$ cat config.mk
export PLATFORM = sky130hd
export DESIGN_NAME = alu_ext
export DESIGN_NICKNAME = d
export VERILOG_FILES = /design/src/rtl/alu_ext.sv
export SDC_FILE = /design/constraint.sdc
export NUM_CORES = 1
export LEC_CHECK = 0
export ABC_AREA = 1
export BUFFER_PORTS_ARGS = -buffer_cell sky130_fd_sc_hd__buf_4
export CORE_MARGIN = 1
export CORE_UTILIZATION = 50
export DETAILED_ROUTE_END_ITERATION = 10
export PLACE_DENSITY = 0.7
export SLEW_MARGIN = 0
export SYNTH_ARGS = -nofsm -noshare
export SYNTH_HDL_FRONTEND = slang
export SYNTH_SLANG_ARGS = --single-unit
export TNS_END_PERCENT = 10
$ cat constraint.sdc
create_clock -name clk -period 1.91 [get_ports clk]
set_input_delay 0.191 -clock clk [delete_from_list [all_inputs] [get_ports clk]]
set_output_delay 0.191 -clock clk [all_outputs]
set_load 0.02 [all_outputs]
$ cat src/rtl/alu_ext.sv
// Accumulator ALU with a 4-bit opcode set, registered carry/neg/ovf flags and an
// iterative shift-add multiplier. A busy/done handshake lets the controller stall.
module alu_ext #(
  parameter int WIDTH  = 8,
  parameter bit MUL_EN = 1'b1
) (
  input  logic             clk,
  input  logic             rst_n,
  input  logic             alu_ena,
  input  logic [3:0]       opcode,
  input  logic [WIDTH-1:0] data,
  input  logic [WIDTH-1:0] acc_out,
  output logic [WIDTH-1:0] alu_out,
  output logic             zero,
  output logic             carry,
  output logic             neg,
  output logic             ovf,
  output logic             busy,
  output logic             done
);
  // Handshake: an op is accepted on a rising edge where alu_ena=1 and busy=0;
  // done pulses for exactly one cycle when its result and flags are visible.
  // Strobes seen while busy=1 are dropped, never queued.
  localparam int CW  = $clog2(WIDTH);
  localparam int MSB = WIDTH - 1;

  typedef enum logic {S_IDLE = 1'b0, S_MUL = 1'b1} state_t;

  state_t               state_q, state_d;
  logic [WIDTH-1:0]     alu_q, alu_d;
  logic                 carry_q, carry_d, neg_q, neg_d, ovf_q, ovf_d, done_q, done_d;
  logic [2*WIDTH-1:0]   prod_q, prod_d, mcand_q, mcand_d, prod_step;
  logic [WIDTH-1:0]     mplier_q, mplier_d;
  logic [CW-1:0]        cnt_q, cnt_d;
  logic [WIDTH:0]       add_r, sub_r;
  logic                 add_ovf, sub_ovf;

  assign add_r   = {1'b0, acc_out} + {1'b0, data}
                 + {{WIDTH{1'b0}}, (opcode == 4'd9) & carry_q};
  assign sub_r   = {1'b0, acc_out} - {1'b0, data};
  assign add_ovf = (acc_out[MSB] == data[MSB]) && (add_r[MSB] != acc_out[MSB]);
  assign sub_ovf = (acc_out[MSB] != data[MSB]) && (sub_r[MSB] != acc_out[MSB]);
  // One multiplier bit per cycle: the shifted multiplicand is added when the
  // current LSB of the (right-shifting) multiplier is set.
  assign prod_step = prod_q + (mplier_q[0] ? mcand_q : '0);

  always_comb begin
    state_d  = state_q;
    alu_d    = alu_q;
    carry_d  = carry_q;
    neg_d    = neg_q;
    ovf_d    = ovf_q;
    done_d   = 1'b0;
    prod_d   = prod_q;
    mcand_d  = mcand_q;
    mplier_d = mplier_q;
    cnt_d    = cnt_q;
    if (state_q == S_IDLE) begin
      if (alu_ena) begin
        done_d = 1'b1;
        case (opcode)
          4'd0, 4'd1, 4'd6, 4'd7: alu_d = acc_out;
          4'd2, 4'd9: begin
            alu_d   = add_r[MSB:0];
            carry_d = add_r[WIDTH];
            ovf_d   = add_ovf;
            neg_d   = add_r[MSB];
          end
          4'd8: begin
            alu_d   = sub_r[MSB:0];
            carry_d = sub_r[WIDTH];
            ovf_d   = sub_ovf;
            neg_d   = sub_r[MSB];
          end
          4'd14: begin
            carry_d = sub_r[WIDTH];
            ovf_d   = sub_ovf;
            neg_d   = sub_r[MSB];
          end
          4'd3, 4'd4, 4'd12: begin
            if (opcode == 4'd3)      alu_d = acc_out & data;
            else if (opcode == 4'd4) alu_d = acc_out ^ data;
            else                     alu_d = acc_out | data;
            carry_d = 1'b0;
            ovf_d   = 1'b0;
            neg_d   = alu_d[MSB];
          end
          4'd5: begin
            alu_d = data;
            neg_d = data[MSB];
          end
          4'd10: begin
            alu_d   = {acc_out[MSB-1:0], 1'b0};
            carry_d = acc_out[MSB];
            neg_d   = acc_out[MSB-1];
          end
          4'd11: begin
            alu_d   = {1'b0, acc_out[MSB:1]};
            carry_d = acc_out[0];
            neg_d   = 1'b0;
          end
          4'd13: begin
            if (MUL_EN) begin
              done_d   = 1'b0;
              state_d  = S_MUL;
              prod_d   = '0;
              mcand_d  = {{WIDTH{1'b0}}, data};
              mplier_d = acc_out;
              cnt_d    = '0;
            end else begin
              alu_d   = '0;
              carry_d = 1'b0;
              neg_d   = 1'b0;
              ovf_d   = 1'b0;
            end
          end
          default: begin
            alu_d   = '0;
            carry_d = 1'b0;
            neg_d   = 1'b0;
            ovf_d   = 1'b0;
          end
        endcase
      end
    end else begin
      prod_d   = prod_step;
      mcand_d  = mcand_q << 1;
      mplier_d = mplier_q >> 1;
      cnt_d    = cnt_q + 1'b1;
      if (cnt_q == CW'(WIDTH - 1)) begin
        state_d = S_IDLE;
        done_d  = 1'b1;
        alu_d   = prod_step[MSB:0];
        carry_d = |prod_step[2*WIDTH-1:WIDTH];
        neg_d   = prod_step[MSB];
      end
    end
  end

  always_ff @(posedge clk or negedge rst_n) begin
    if (!rst_n) begin
      state_q  <= S_IDLE;
      alu_q    <= '0;
      carry_q  <= 1'b0;
      neg_q    <= 1'b0;
      ovf_q    <= 1'b0;
      done_q   <= 1'b0;
      prod_q   <= '0;
      mcand_q  <= '0;
      mplier_q <= '0;
      cnt_q    <= '0;
    end else begin
      state_q  <= state_d;
      alu_q    <= alu_d;
      carry_q  <= carry_d;
      neg_q    <= neg_d;
      ovf_q    <= ovf_d;
      done_q   <= done_d;
      prod_q   <= prod_d;
      mcand_q  <= mcand_d;
      mplier_q <= mplier_d;
      cnt_q    <= cnt_d;
    end
  end

  assign alu_out = alu_q;
  assign carry   = carry_q;
  assign neg     = neg_q;
  assign ovf     = ovf_q;
  assign done    = done_q;
  assign busy    = (state_q == S_MUL);
  assign zero    = (acc_out == '0);

endmodule

# After elaboration in Yosys (flattened, before gate mapping)
# Index checks and enable logic that the tools add are counted.
# Widths: inputs -> output; s select.
dict set report totals {
  wordCells 100
  register_bits 56
  output_inout_bits 14
}
dict set report classes {
  bitwise 6
  eq_ne 23
  muxes 36
  add_sub_neg 5
  reduce_logical 20
}
# operator count
set ops {}
lappend ops {{$mux 16} 7}
lappend ops {{$mux 8} 8}
lappend ops {{$pmux 8 s8} 1}
lappend ops {{$eq 4x4->1 const B} 7}
lappend ops {{$add 16x16->16} 1}
lappend ops {{$eq 4x3->1 const B} 4}
lappend ops {{$reduce_or 8->1} 2}
lappend ops {{$mux 1} 14}
lappend ops {{$reduce_and 3->1} 4}
lappend ops {{$add 8x8->9} 1}
lappend ops {{$add 9x1->9} 1}
lappend ops {{$mux 3} 3}
lappend ops {{$sub 8x8->9} 1}
lappend ops {{$and 8x8->8} 1}
lappend ops {{$eq 4x2->1 const B} 2}
lappend ops {{$logic_not 8->1} 1}
lappend ops {{$ne 2x1->1 const B} 4}
lappend ops {{$or 8x8->8} 1}
lappend ops {{$xor 8x8->8} 1}
lappend ops {{$pmux 1 s6} 1}
lappend ops {{$reduce_or 2->1} 3}
lappend ops {{$reduce_or 6->1} 1}
lappend ops {{$pmux 1 s5} 1}
lappend ops {{$reduce_or 5->1} 1}
lappend ops {{14 further kinds} 19}

# Longest topological paths before layout
dict set report depth {
  depth_word 6
  mapped_depth 18
  mapped_depth_nobuf 17
}

# Worst setup path after synthesis
# Ideal clock, no wire load.
dict set report synth_path {
  path_type {reg-to-reg}
  start {register mplier_q[0]}
  end {register carry_q (netlist: carry)}
  slack_ns -0.196
  stages_incl_launch_ff 18
  required_ns 1.788
  setup_time_ns 0.122
  t_arrival_ns 1.983
  cell_sequence {dfrtp_1 > buf_2 > clkbuf_1 > nand2_1 > inv_1 > fa_1 > nand2_1 > nand2_1 > nand3b_1 > nand2_1 > nand2_1 > nand2_1 > nand2_1 > nand3_1 > nor2_1 > nand2_1 > nand2_1 > a21oi_1}
}
dict set report synth_between {
  elab_chain_cells 5
}
# element line_no
set synth_lines {}
lappend synth_lines {{start: declaration} 33} ;# logic [WIDTH-1:0] mplier_q, mplier_d;
lappend synth_lines {{start signal: assignment} 161} ;# mplier_q <= mplier_d;
lappend synth_lines {{$mux 16} 45} ;# assign prod_step = prod_q + (mplier_q[0] ? mcand_q : '0);
lappend synth_lines {{$add 16x16->16} 45}
lappend synth_lines {{$reduce_or 8->1} 134} ;# carry_d = |prod_step[2*WIDTH-1:WIDTH];
lappend synth_lines {{$mux 1} 130} ;# if (cnt_q == CW'(WIDTH - 1)) begin
lappend synth_lines {{$mux 1} 58} ;# if (state_q == S_IDLE) begin
lappend synth_lines {{end signal: assignment} 155} ;# carry_q <= carry_d;
lappend synth_lines {{end: declaration} 31} ;# logic carry_q, carry_d, neg_q, neg_d, ovf_q, ovf_d, done_q, done_d;
# Every way passes these cells. The select of a mux whose other input is x is not followed.
# A chain may end at the register's enable or synchronous reset.

# Worst setup path in the final report
# Ends and elaborated chain as after synthesis.

==> out/metrics.yaml <==
route:
  vias: 5331
  dr.pass1.iters: 5
  ant_nets: 0
  via_per_inst: 5.52
  drt-total-wl_um: 15600
  routedWlPerCell_um: 16.2
  drc: 0
  drt_iter0_drc: 416
finish:
  drive_gt1_share_pct: 29.2
  instances_no_fill: 966
  nets: 904
  diodes: 0
  post-route-cell-area_um2: 6390
  fillers: 796
  areaGrowthSynthToFinish_pct: 29.1
  regArea_um2: 1400
  multi_input_area_um2: 3330
  post-route-util_pct: 67.9
yosys:
  synth_top_family_by_area: "simple AND/OR/NAND/NOR gates"
  muxShareOfSynthArea_pct: 0
  synth_fp_nets: 791
  synthesis.area_um2: 4950
  synthTopCellsByArea: "dfrtp_1 28%, nand2_1 17%, ha_1 10%"
  synth_cell_types: 46
  post_synth_and_or_nand_nor_area_fraction_pct: 30.0
  syn_avg_cell_area_um2: 6.84
  async_reset_ff_share_pct: 100
  synth-main-ff-cell: "dfrtp_1"
  synthCells: 723
  yosysWarnings: 0
  synth-seq-area-share_pct: 28.3
  synthAdderAreaFrac_pct: 12.0
  synth_edf_count: 0
  synth-xor-area-share_pct: 0.531
  yosys.area.top_type_share_pct: 28.3
  yosysTopAreaCell: "dfrtp_1"
  synth-seq-cells: 56
  synth_compound_area_share_pct: 17.8
grt:
  first_global_vias: 5047
  antenna_found_initial: 0
  grt_usage_pct: 31.5
  grt_max_degree: 57
  grt_overflow: 0
  grt_pass1_wl_um: 24900
sta:
  drv_slew: 0
  holdWs_ns: 0.228
  layout_setup_ws_ns: -0.336
  setup_viol: 18
  rsz0062_at_grt: "true"
  finalCriticalPeriod_ns: 2.25
  slew_headroom_pct: 50.5
  worst_slew_pin_slew_ns: 0.742
  tns_ns: -2.95
  finalHoldViolCount: 0
  max_freq_mhz: 445
  min_period_over_period_pct: 118
  fin_skew_ns: 0.0101
die:
  die-area_um2: 10300
  die_h_um: 101
  core_um2: 9420
  die_x_um: 101
  ios: 37
  num_rows: 35
  start_util_pct: 52.6
setup_path:
  reg2regPathDepth: 16
  worst-path-max-fanout: 7
  critical_path_class: "flip-flop to flip-flop"
  r2r_end: "carry"
  crit_start: "mplier_q[0]"
  critPathMostFrequentCell: "nand2_1"
  setup.worst_path.start_class: "flip-flop"
  path_depth: 16
  end_kind: "flip-flop"
  cpLargestDelayFamily: "simple AND/OR/NAND/NOR gates"
  cp.buffers_inverters: 2
  slowest_delay_ns: 0.49
  crit_arrival_ns: 2.46
  crit-reg2reg-launch: "mplier_q[0]"
  cp.required_ns: 2.13
  r2r_slack_ns: -0.34
  endpoint: "carry"
  crit_chain: "buf_6 -> nand2_1 -> inv_1 -> ha_4 -> nand2_1 -> nor2_2 -> and2_1 -> nand2_1 -> nand2_1 -> nand2_1 -> nand2_1 -> nand2_1 -> nor2_1 -> nand2_1 -> nand2_2 -> a21oi_2"
  critPathSlowestCell: "dfrtp_2"
clock_network:
  cts_tree: "built"
  clockRootBuffer: "clkbuf_8"
  clkSlewWorstSetupHoldPaths_ns: 0.11
  numCtsBuffers: 5
  clockBufferDepth: 2
  cts.sinks: 56
  insertion_delay_ns: 0.32
  htreeDepth: 2
placed_design:
  place_congestion: 0.961
  port_buffers: 36
  dp.cells: 955
  placed_area_um2: 5990
  hpwl_um: 12000
  post-place-ws_ns: -0.437
power:
  pwr-share-clk_pct: 11.5
  p_int_mw: 3.45
  vdd_ir_drop_max_mv: 0.826
  power_mw: 6.18
  sequentialPowerShare_pct: 32.2
  cellLeakagePower_nw: 3.38
  pwr_density_cell_nw_per_um2: 968
  p_comb_share_pct: 56.3
  p_sw_share_pct: 44.2
  p_sw_mw: 2.73
status:
  status: "complete, but fails checks"
  violations: "setup timing"
job:
  maxCapViolations: 0
min_path:
  hold_path_class: "primary input to flip-flop"
## tightest hold or removal path: cells and delay by family
kind / cells / cell delay, ns
AO/OA/AOI/OAI: 1 / 0.08
buffers and inverters: 1 / 0.12
AND/OR/NAND/NOR: 2 / 0.12
## synthesized netlist by cell type (3+ instances only)
cell,instances
fa_1,4
dfrtp_1,56
a21oi_1,37
nand4_1,9
o21ai_2,4
nand2_1,219
nor2_2,5
o21ai_0,33
a31oi_1,3
o211ai_1,16
nor2_1,46
buf_6,4
ha_1,41
o22ai_1,12
clkbuf_1,4
clkinv_1,3
a21o_1,3
nand3_1,34
inv_2,7
o21ai_1,8
a21oi_2,6
nand3b_1,9
inv_1,106
nand2_2,4
a22o_1,6
o221ai_1,4
buf_2,10
nor3_1,6
## how the worst min path moves through the flow
stage	startpoint	endpoint	slack, ns	depth (start not counted)
6_report	acc_out[7]	ovf	0.23	4
5_1_grt	acc_out[7]	ovf	0.24	4
4_1_cts	acc_out[7]	ovf	0.22	4
3_5_place_dp	rst_n	prod_q[10]	0.31	1
3_3_place_gp	rst_n	prod_q[10]	0.30	1
2_1_floorplan	rst_n	alu_out[0]	-0.10	0
## routing by layer
layer  wire length, um  track usage [%]  up-vias
met4               425             10.0        0
met5                 0                0        -
met1              7170             45.2     2486
li1                  -                -     2564
met3              1180             3.52       43
met2              6840             49.8      238
## registers in the layout, summed over array words and instances (netlist names)
register  count
ovf           1
neg           1
carry         1
mcand_q      16
prod_q       16
cnt_q         3
done          1
mplier_q      8
busy          1
alu_out       8
## power by group through the flow
stage | clock, mW | combinational (mW) | sequential [mW]
after floorplan | 0 | 1.77 | 2.07
after global placement | 0 | 3.10 | 1.95
after detailed placement | 0 | 3.18 | 1.96
after CTS | 0.724 | 3.34 | 1.98
after global routing | 0.767 | 3.79 | 2.05
final | 0.711 | 3.48 | 1.99
## timing repair
action,CTS,global route
endpoints found under the hold margin,56,0
cloned,1,0
setup buffers,0,1
pin swaps,10,15
gates resized for setup,33,39
hold buffers,1,0
setup endpoints to repair,20,23
## final cells by class
cell class / instances / share of cell area [%]
Clock buffer: 6 / 1.29
Multi-Input combinational cell: 531 / 52.1
Clock inverter: 2 / 0.235
Sequential cell: 56 / 22.0
Tap cell: 129 / 2.53
Timing Repair Buffer: 125 / 15.0
Inverter: 117 / 6.91
## kinds of logic after synthesis
family / Yosys count
compound gates: 140
simple gates: 343
fa+ha+maj: 45
xor+xnor: 3
flops: 56
buf+inv: 136
## cells in the final DEF, fill, tap and decap left out, drive strengths merged, types with 2 or more instances in the layout
| cell | n |
|---|---|
| ha | 41 |
| o211ai | 18 |
| a31oi | 3 |
| clkinvlp | 2 |
| buf | 124 |
| nand3b | 9 |
| fa | 4 |
| a22o | 6 |
| nor3 | 6 |
| dfrtp | 56 |
| clkbuf | 6 |
| o22ai | 12 |
| a21o | 3 |
| o2111ai | 2 |
| nor2 | 53 |
| nand4 | 9 |
| and2 | 2 |
| inv | 114 |
| xor2 | 2 |
| nand3 | 36 |
| o21ai | 45 |
| o221ai | 4 |
| clkinv | 3 |
| nand2 | 225 |
| a21oi | 43 |
Power figures use the tool's default switching activity.
